[config.mk]
export PLATFORM = sky130hd
export DESIGN_NAME = stack_id_sort
export DESIGN_NICKNAME = d
export VERILOG_FILES = /design/src/rtl/stack_pkg.sv /design/src/rtl/cmp_swap.sv /design/src/rtl/stack_id_sort.sv
export SDC_FILE = /design/constraint.sdc
export NUM_CORES = 1
export LEC_CHECK = 0
export CAP_MARGIN = 20
export CORE_ASPECT_RATIO = 1.5
export CORE_MARGIN = 2
export CORE_UTILIZATION = 51
export CTS_CLUSTER_SIZE = 10
export DETAILED_ROUTE_END_ITERATION = 7
export PLACE_DENSITY_LB_ADDON = 0.3
export SKIP_LAST_GASP = 1
export SYNTH_ARGS = -nofsm -noshare
export SYNTH_HDL_FRONTEND = slang
export SYNTH_SLANG_ARGS = --single-unit
export TNS_END_PERCENT = 20
[constraint.sdc]
create_clock -name t_clk -period 3.8 [get_ports t_clk]
set_clock_uncertainty 0.15 [all_clocks]
set_input_delay 0.95 -clock t_clk [delete_from_list [all_inputs] [get_ports t_clk]]
set_output_delay 0.95 -clock t_clk [all_outputs]
set_load 0.01 [all_outputs]
[src/rtl/stack_pkg.sv]
// Shared FSM state encoding and default sizing for the stacked-chip ID sorter.
// No logic, no latency, no backpressure.
package stack_pkg;
    localparam int N_CHIP_DEF = 4;
    localparam int ID_W_DEF   = 4;
    localparam int PWR_W_DEF  = 4;
    // Wide enough for 8 chips x 16 bits per entry (128 stream bits).
    localparam int BIT_CNT_W  = 8;

    typedef enum logic [2:0] {
        IDLE,
        ASSIGN,
        SORT,
        SHIFT,
        DONE
    } state_t;
endpackage

[src/rtl/cmp_swap.sv]
// One compare-exchange cell: higher power ranks first, equal power -> lower ID ranks first.
// Latency: purely combinational.
// Backpressure: none.
module cmp_swap
    import stack_pkg::*;
#(
    parameter int ID_W  = ID_W_DEF,
    parameter int PWR_W = PWR_W_DEF
) (
    input  logic [ID_W-1:0]  a_id,
    input  logic [PWR_W-1:0] a_pwr,
    input  logic [ID_W-1:0]  b_id,
    input  logic [PWR_W-1:0] b_pwr,
    output logic [ID_W-1:0]  hi_id,
    output logic [PWR_W-1:0] hi_pwr,
    output logic [ID_W-1:0]  lo_id,
    output logic [PWR_W-1:0] lo_pwr
);
    logic a_first;

    assign a_first = (a_pwr > b_pwr) || ((a_pwr == b_pwr) && (a_id < b_id));

    assign hi_id  = a_first ? a_id  : b_id;
    assign hi_pwr = a_first ? a_pwr : b_pwr;
    assign lo_id  = a_first ? b_id  : a_id;
    assign lo_pwr = a_first ? b_pwr : a_pwr;
endmodule

[src/rtl/stack_id_sort.sv]
// Assigns chip IDs relative to the bottom layer, sorts (ID, power) by power, then streams the result.
// Latency: sort_finish and first stream bit N_CHIP+2 cycles after start is accepted.
// Backpressure: none; start is ignored while busy, the stream cannot be stalled.
module stack_id_sort
    import stack_pkg::*;
#(
    parameter int N_CHIP = N_CHIP_DEF,
    parameter int ID_W   = ID_W_DEF,
    parameter int PWR_W  = PWR_W_DEF
) (
    input  logic                      t_clk,
    input  logic                      rst_n,
    input  logic                      start,
    input  logic [N_CHIP-1:0]         f_layer,
    input  logic [N_CHIP*PWR_W-1:0]   power_value,
    output logic                      busy,
    output logic                      sort_finish,
    output logic [N_CHIP*ID_W-1:0]    chip_id,
    output logic [N_CHIP*ID_W-1:0]    sorted_id,
    output logic [N_CHIP*PWR_W-1:0]   sorted_pwr,
    output logic                      data_out,
    output logic                      data_valid,
    output logic                      err
);
    localparam int EW    = ID_W + PWR_W;
    localparam int TOT   = N_CHIP * EW;
    localparam int STG_W = $clog2(N_CHIP + 1);
    localparam logic [BIT_CNT_W-1:0] LAST_BIT  = BIT_CNT_W'(TOT - 1);
    localparam logic [STG_W-1:0]     LAST_STG  = STG_W'(N_CHIP);

    state_t state, state_nxt;

    logic [N_CHIP-1:0]       fl_q;
    logic [N_CHIP*PWR_W-1:0] pw_q;
    logic                    fl_ok;
    logic [N_CHIP*ID_W-1:0]  id_asg;
    logic [STG_W-1:0]        stage;
    logic [BIT_CNT_W-1:0]    bit_cnt;
    logic [TOT-1:0]          sreg;
    logic [TOT-1:0]          stream;

    logic [ID_W-1:0]  w_id   [N_CHIP];
    logic [PWR_W-1:0] w_pwr  [N_CHIP];
    logic [ID_W-1:0]  nx_id  [N_CHIP];
    logic [PWR_W-1:0] nx_pwr [N_CHIP];
    logic [ID_W-1:0]  hi_id  [N_CHIP-1];
    logic [PWR_W-1:0] hi_pwr [N_CHIP-1];
    logic [ID_W-1:0]  lo_id  [N_CHIP-1];
    logic [PWR_W-1:0] lo_pwr [N_CHIP-1];

    assign fl_ok    = $onehot(fl_q);
    assign busy     = (state != IDLE);
    assign data_out = data_valid & sreg[TOT-1];

    // ID of position i counts upward from the bottom layer p, wrapping around the stack.
    always_comb begin
        int p_pos;
        p_pos  = 0;
        id_asg = '0;
        for (int i = 0; i < N_CHIP; i++) begin
            if (fl_q[i]) p_pos = i;
        end
        for (int i = 0; i < N_CHIP; i++) begin
            id_asg[i*ID_W +: ID_W] = ID_W'((i + N_CHIP - p_pos) % N_CHIP);
        end
    end

    // One cell per adjacent pair; even stages use even-left pairs, odd stages odd-left pairs.
    for (genvar i = 0; i < N_CHIP - 1; i++) begin : g_pair
        cmp_swap #(.ID_W(ID_W), .PWR_W(PWR_W)) u_cmp (
            .a_id   (w_id[i]),
            .a_pwr  (w_pwr[i]),
            .b_id   (w_id[i+1]),
            .b_pwr  (w_pwr[i+1]),
            .hi_id  (hi_id[i]),
            .hi_pwr (hi_pwr[i]),
            .lo_id  (lo_id[i]),
            .lo_pwr (lo_pwr[i])
        );
    end

    always_comb begin
        for (int j = 0; j < N_CHIP; j++) begin
            nx_id[j]  = w_id[j];
            nx_pwr[j] = w_pwr[j];
        end
        for (int i = 0; i < N_CHIP - 1; i++) begin
            if (i[0] == stage[0]) begin
                nx_id[i]    = hi_id[i];
                nx_pwr[i]   = hi_pwr[i];
                nx_id[i+1]  = lo_id[i];
                nx_pwr[i+1] = lo_pwr[i];
            end
        end
    end

    always_comb begin
        stream = '0;
        for (int e = 0; e < N_CHIP; e++) begin
            stream[TOT-1-e*EW -: EW] = {w_id[e], w_pwr[e]};
        end
    end

    always_ff @(posedge t_clk or negedge rst_n) begin
        if (!rst_n) state <= IDLE;
        else        state <= state_nxt;
    end

    always_comb begin
        state_nxt = state;
        case (state)
            IDLE:    if (start) state_nxt = ASSIGN;
            ASSIGN:  state_nxt = fl_ok ? SORT : IDLE;
            SORT:    if (stage == LAST_STG) state_nxt = SHIFT;
            SHIFT:   if (bit_cnt == LAST_BIT) state_nxt = DONE;
            DONE:    state_nxt = IDLE;
            default: state_nxt = IDLE;
        endcase
    end

    always_ff @(posedge t_clk or negedge rst_n) begin
        if (!rst_n) begin
            fl_q        <= '0;
            pw_q        <= '0;
            stage       <= '0;
            bit_cnt     <= '0;
            sreg        <= '0;
            chip_id     <= '0;
            sorted_id   <= '0;
            sorted_pwr  <= '0;
            sort_finish <= 1'b0;
            data_valid  <= 1'b0;
            err         <= 1'b0;
            for (int j = 0; j < N_CHIP; j++) begin
                w_id[j]  <= '0;
                w_pwr[j] <= '0;
            end
        end else begin
            case (state)
                IDLE: begin
                    if (start) begin
                        fl_q        <= f_layer;
                        pw_q        <= power_value;
                        sort_finish <= 1'b0;
                        err         <= 1'b0;
                        data_valid  <= 1'b0;
                    end
                end
                ASSIGN: begin
                    if (!fl_ok) begin
                        err <= 1'b1;
                    end else begin
                        chip_id <= id_asg;
                        stage   <= '0;
                        for (int j = 0; j < N_CHIP; j++) begin
                            w_id[j]  <= id_asg[j*ID_W +: ID_W];
                            w_pwr[j] <= pw_q[j*PWR_W +: PWR_W];
                        end
                    end
                end
                SORT: begin
                    if (stage != LAST_STG) begin
                        stage <= stage + 1'b1;
                        for (int j = 0; j < N_CHIP; j++) begin
                            w_id[j]  <= nx_id[j];
                            w_pwr[j] <= nx_pwr[j];
                        end
                    end else begin
                        for (int j = 0; j < N_CHIP; j++) begin
                            sorted_id[j*ID_W +: ID_W]    <= w_id[j];
                            sorted_pwr[j*PWR_W +: PWR_W] <= w_pwr[j];
                        end
                        sort_finish <= 1'b1;
                        sreg        <= stream;
                        data_valid  <= 1'b1;
                        bit_cnt     <= '0;
                    end
                end
                SHIFT: begin
                    if (bit_cnt == LAST_BIT) begin
                        data_valid <= 1'b0;
                        sreg       <= '0;
                    end else begin
                        sreg    <= sreg << 1;
                        bit_cnt <= bit_cnt + 1'b1;
                    end
                end
                default: ;
            endcase
        end
    end
endmodule

==> results by group <==
GRT
  – Overall Global Routing Usage: 24.2%
  – GR Overflow Total: 0
  – Most Used Layer, Global Route: met2
  – Vias in the first global route: 5486
  – Largest net degree at the start of global routing: 128
  – Global-route wire length before repair: 27.6 mm
  – Initial antenna violation count: 0
  – Met1 usage: 29.1%
  – Met2 Usage GRT: 41.6%
  – GR Layer Usage met3: 4.37%

Final layout
  – Final core occ: 63.5%
  – Syn-to-layout area delta: 21.6%
  – Layout cell share with drive strength beyond 1: 10.8%
  – Post-layout nets: 797
  – Inserted Diodes: 0

Synthesis
  – Post-synthesis cell count: 683
  – Post-synth cell types: 53
  – Mapped cell area: 6800 sq um
  – Synth Area per Inst: 9.96 sq um
  – FFs w/ async S/R, synth: 100%
  – Flops & latches, synth: 139
  – Yosys warns: 0
  – Top FF cell, synth: dfrtp_1
  – EDFF count, synth: 0
  – Seq/Total Area, Yosys: 51.1%

Power and ir drop
  – Switching share of power: 37.8%
  – Combinational power share: 40.9%
  – Pwr dens: 900 nW/um^2
  – Peak supply drop: 0.506 mV
  – Cell Int Power: 4.63 mW
  – Flop pwr share: 35.3%
  – Sw power: 2.81 mW
  – Static Leak: 3.70 nW
  – Clk pwr share: 23.9%

Timing
  – Worst slew pin tran: 1.09 ns
  – Setup TNS Final: 0 ns
  – Fin crit share: 87.4%
  – Highest clock rate: 0.301 GHz
  – Unrepaired setup endpoints after global routing: no
  – Setup violations, final: 0
  – Max-slew violation count: 0
  – Worst slew margin relative to its limit: 26.4%
  – Minimum clock period after layout: 3.32 ns
  – Fin. Hold Viols: 0

Critical path
  – Critical setup path kind: reg2reg
  – Crit path DAT: 3.47 ns
  – CP Launch Type: register
  – CP max stage cell: a211oi_4
  – Delay-heaviest family, CP: adder cells
  – Critical Path RT: 3.95 ns
  – Critical path's largest stage delay: 0.50 ns
  – Worst path cell trace: inv_1, fa_1, inv_1, ha_1, ha_1, nor3b_1, nand3_1, buf_4, a211oi_4, mux2_2
  – Worst Path Buf+Inv: 3
  – CP endpoint kind: register
  – Worst Path Max Fanout: 12

Die
  – Starting density of the core: 52.2%
  – Chip height: 145 um
  – Die Area: 14300 sq um
  – Core area: 13000 sq um
  – Top Ports: 76
  – Die width: 98.3 um
  – Std-Cell Rows: 51

Hold path
  – Worst Hold Class: in2async

Detailed routing
  – Drt first pass iters: 5
  – ANT nets after route: 0
  – Routed Wire Length: 16.9 mm
  – Number of remaining DRC errors: 0
  – Routed vias/inst: 5.75
  – Avg WL per Cell: 18.4 um
  – DRT iter0 DRCs: 363
  – Vias: 5280

CTS
  – CTS H-tree lvls: 4
  – CTS tree: done
  – TritonCTS Buffers: 17
  – Longest Clk Path Bufs: 2
  – Clock-pin slew on the worst setup and hold paths: 0.06 ns
  – Hold-fix buffers at CTS: 0
  – Setup bufs post-CTS: 0
  – Post-CTS Resized: 0
  – Worst-Skew Late Latency: 0.42 ns
  – Sink Count: 139
  – Root Driver: clkbuf_16

Placed design
  – Number of port buffers: 67
  – Routability Congestion: 0.870
  – Final HPWL DP: 11.5 mm

Run
  – Max-cap viol count: 0

Status
  – Outcome: finished, final reports clean
## state kept, by name, indices dropped and copies added (netlist names), 3 cells and up
| signal | count |
|---|---|
| sreg | 32 |
| stream | 32 |
| pw_q | 16 |
| sorted_id | 16 |
| sorted_pwr | 16 |
| bit_cnt | 8 |
| chip_id | 6 |
| fl_q | 4 |
| stage | 3 |
| state | 3 |
## cell usage after synthesis, types with 4 or more instances
library cell,n,area [sq um]
buf_4,10,75.1
nor2b_1,4,25.0
buf_2,5,25.0
nand4_1,5,31.3
a211oi_4,4,80.1
nand3_1,7,35.0
inv_1,37,139
mux2i_1,32,320
a21oi_1,48,240
mux2_4,4,60.1
o21ai_1,4,20.0
dfrtp_1,139,3480
nand2_1,110,413
a22oi_1,4,30.0
o21ai_0,68,340
nor3_1,5,25.0
nor2_1,62,233
mux2_1,10,113
ha_1,26,325
a2111oi_1,4,40.0
mux2_2,16,180
clkbuf_1,25,93.8
## through the flow
stage	worst slack [ns]	total power, mW	hold WS [ns]	instances	instance area (sq um)
final	0.477	7.44	0.232	918	8270
after detailed placement	0.570	5.58	0.317	886	7610
after CTS	0.507	7.42	0.332	917	8240
after global placement	0.659	5.43	0.312	886	7610
after global routing	0.372	7.89	0.247	918	8270
after floorplan	0.575	4.56	0.301	690	6830
## path summary, 6_finish.rpt
check	start	end	slack, ns	depth (start not counted)
worst max-delay path	fl_q[3]	stream[30]	0.48	10
worst min-delay path	rst_n	pw_q[15]	0.23	1
worst max register to register	fl_q[3]	stream[30]	0.48	10
worst min register to register	sorted_id[7]	sorted_id[7]	0.32	2
max in group asynchronous	rst_n	sorted_pwr[12]	2.26	3
min in group t_clk	sorted_id[7]	sorted_id[7]	0.32	2
## power by group through the flow
| stage | registers, mW | logic [mW] | clock network [mW] |
|---|---|---|---|
| after floorplan | 2.46 | 2.10 | 0 |
| after global placement | 2.59 | 2.84 | 0 |
| after detailed placement | 2.62 | 2.96 | 0 |
| after CTS | 2.61 | 3.02 | 1.79 |
| after global routing | 2.69 | 3.34 | 1.86 |
| final | 2.62 | 3.04 | 1.77 |
## cell usage in the layout, fill, tap and decap left out, types with 5 or more instances in the layout
master           instances
mux2_2                  16
ha_1                    26
o21ai_0                 68
nand3_1                  6
buf_4                   13
dfrtp_1                139
conb_1                   8
clkbuf_16               17
nor2_1                  61
mux2i_1                 32
nand2_1                110
mux2_1                  10
inv_1                   37
clkdlybuf4s50_1         66
nand4_1                  5
a21oi_1                 48
nor3_1                   5
## cell type report
type / count / area (sq um)
inverter: 38 / 143
timing repair buffer: 82 / 817
tap: 159 / 199
clock inverter: 10 / 163
fill: 1069 / 4750
clock buffer: 21 / 470
sequential: 139 / 3480
multi-input combinational: 469 / 3000
## cell families (layout without fill, tap and decap cells)
group / Yosys count / count (layout) / synth area share, %
simple gates: 210 / 210 / 13.0
other cells: 1 / 8 / 0.0551
buf+inv: 82 / 151 / 5.28
mux: 62 / 62 / 9.90
xor+xnor: 5 / 5 / 0.644
compound gates: 157 / 157 / 14.9
fa+ha+maj: 27 / 27 / 5.08
flops: 139 / 139 / 51.2
## per-layer routing
layer,vias up,wire length (um)
li1,2449,-
met1,2612,6720
met2,174,8900
met3,45,604
met4,0,629
met5,-,0
(Power assumes the default switching activity.)
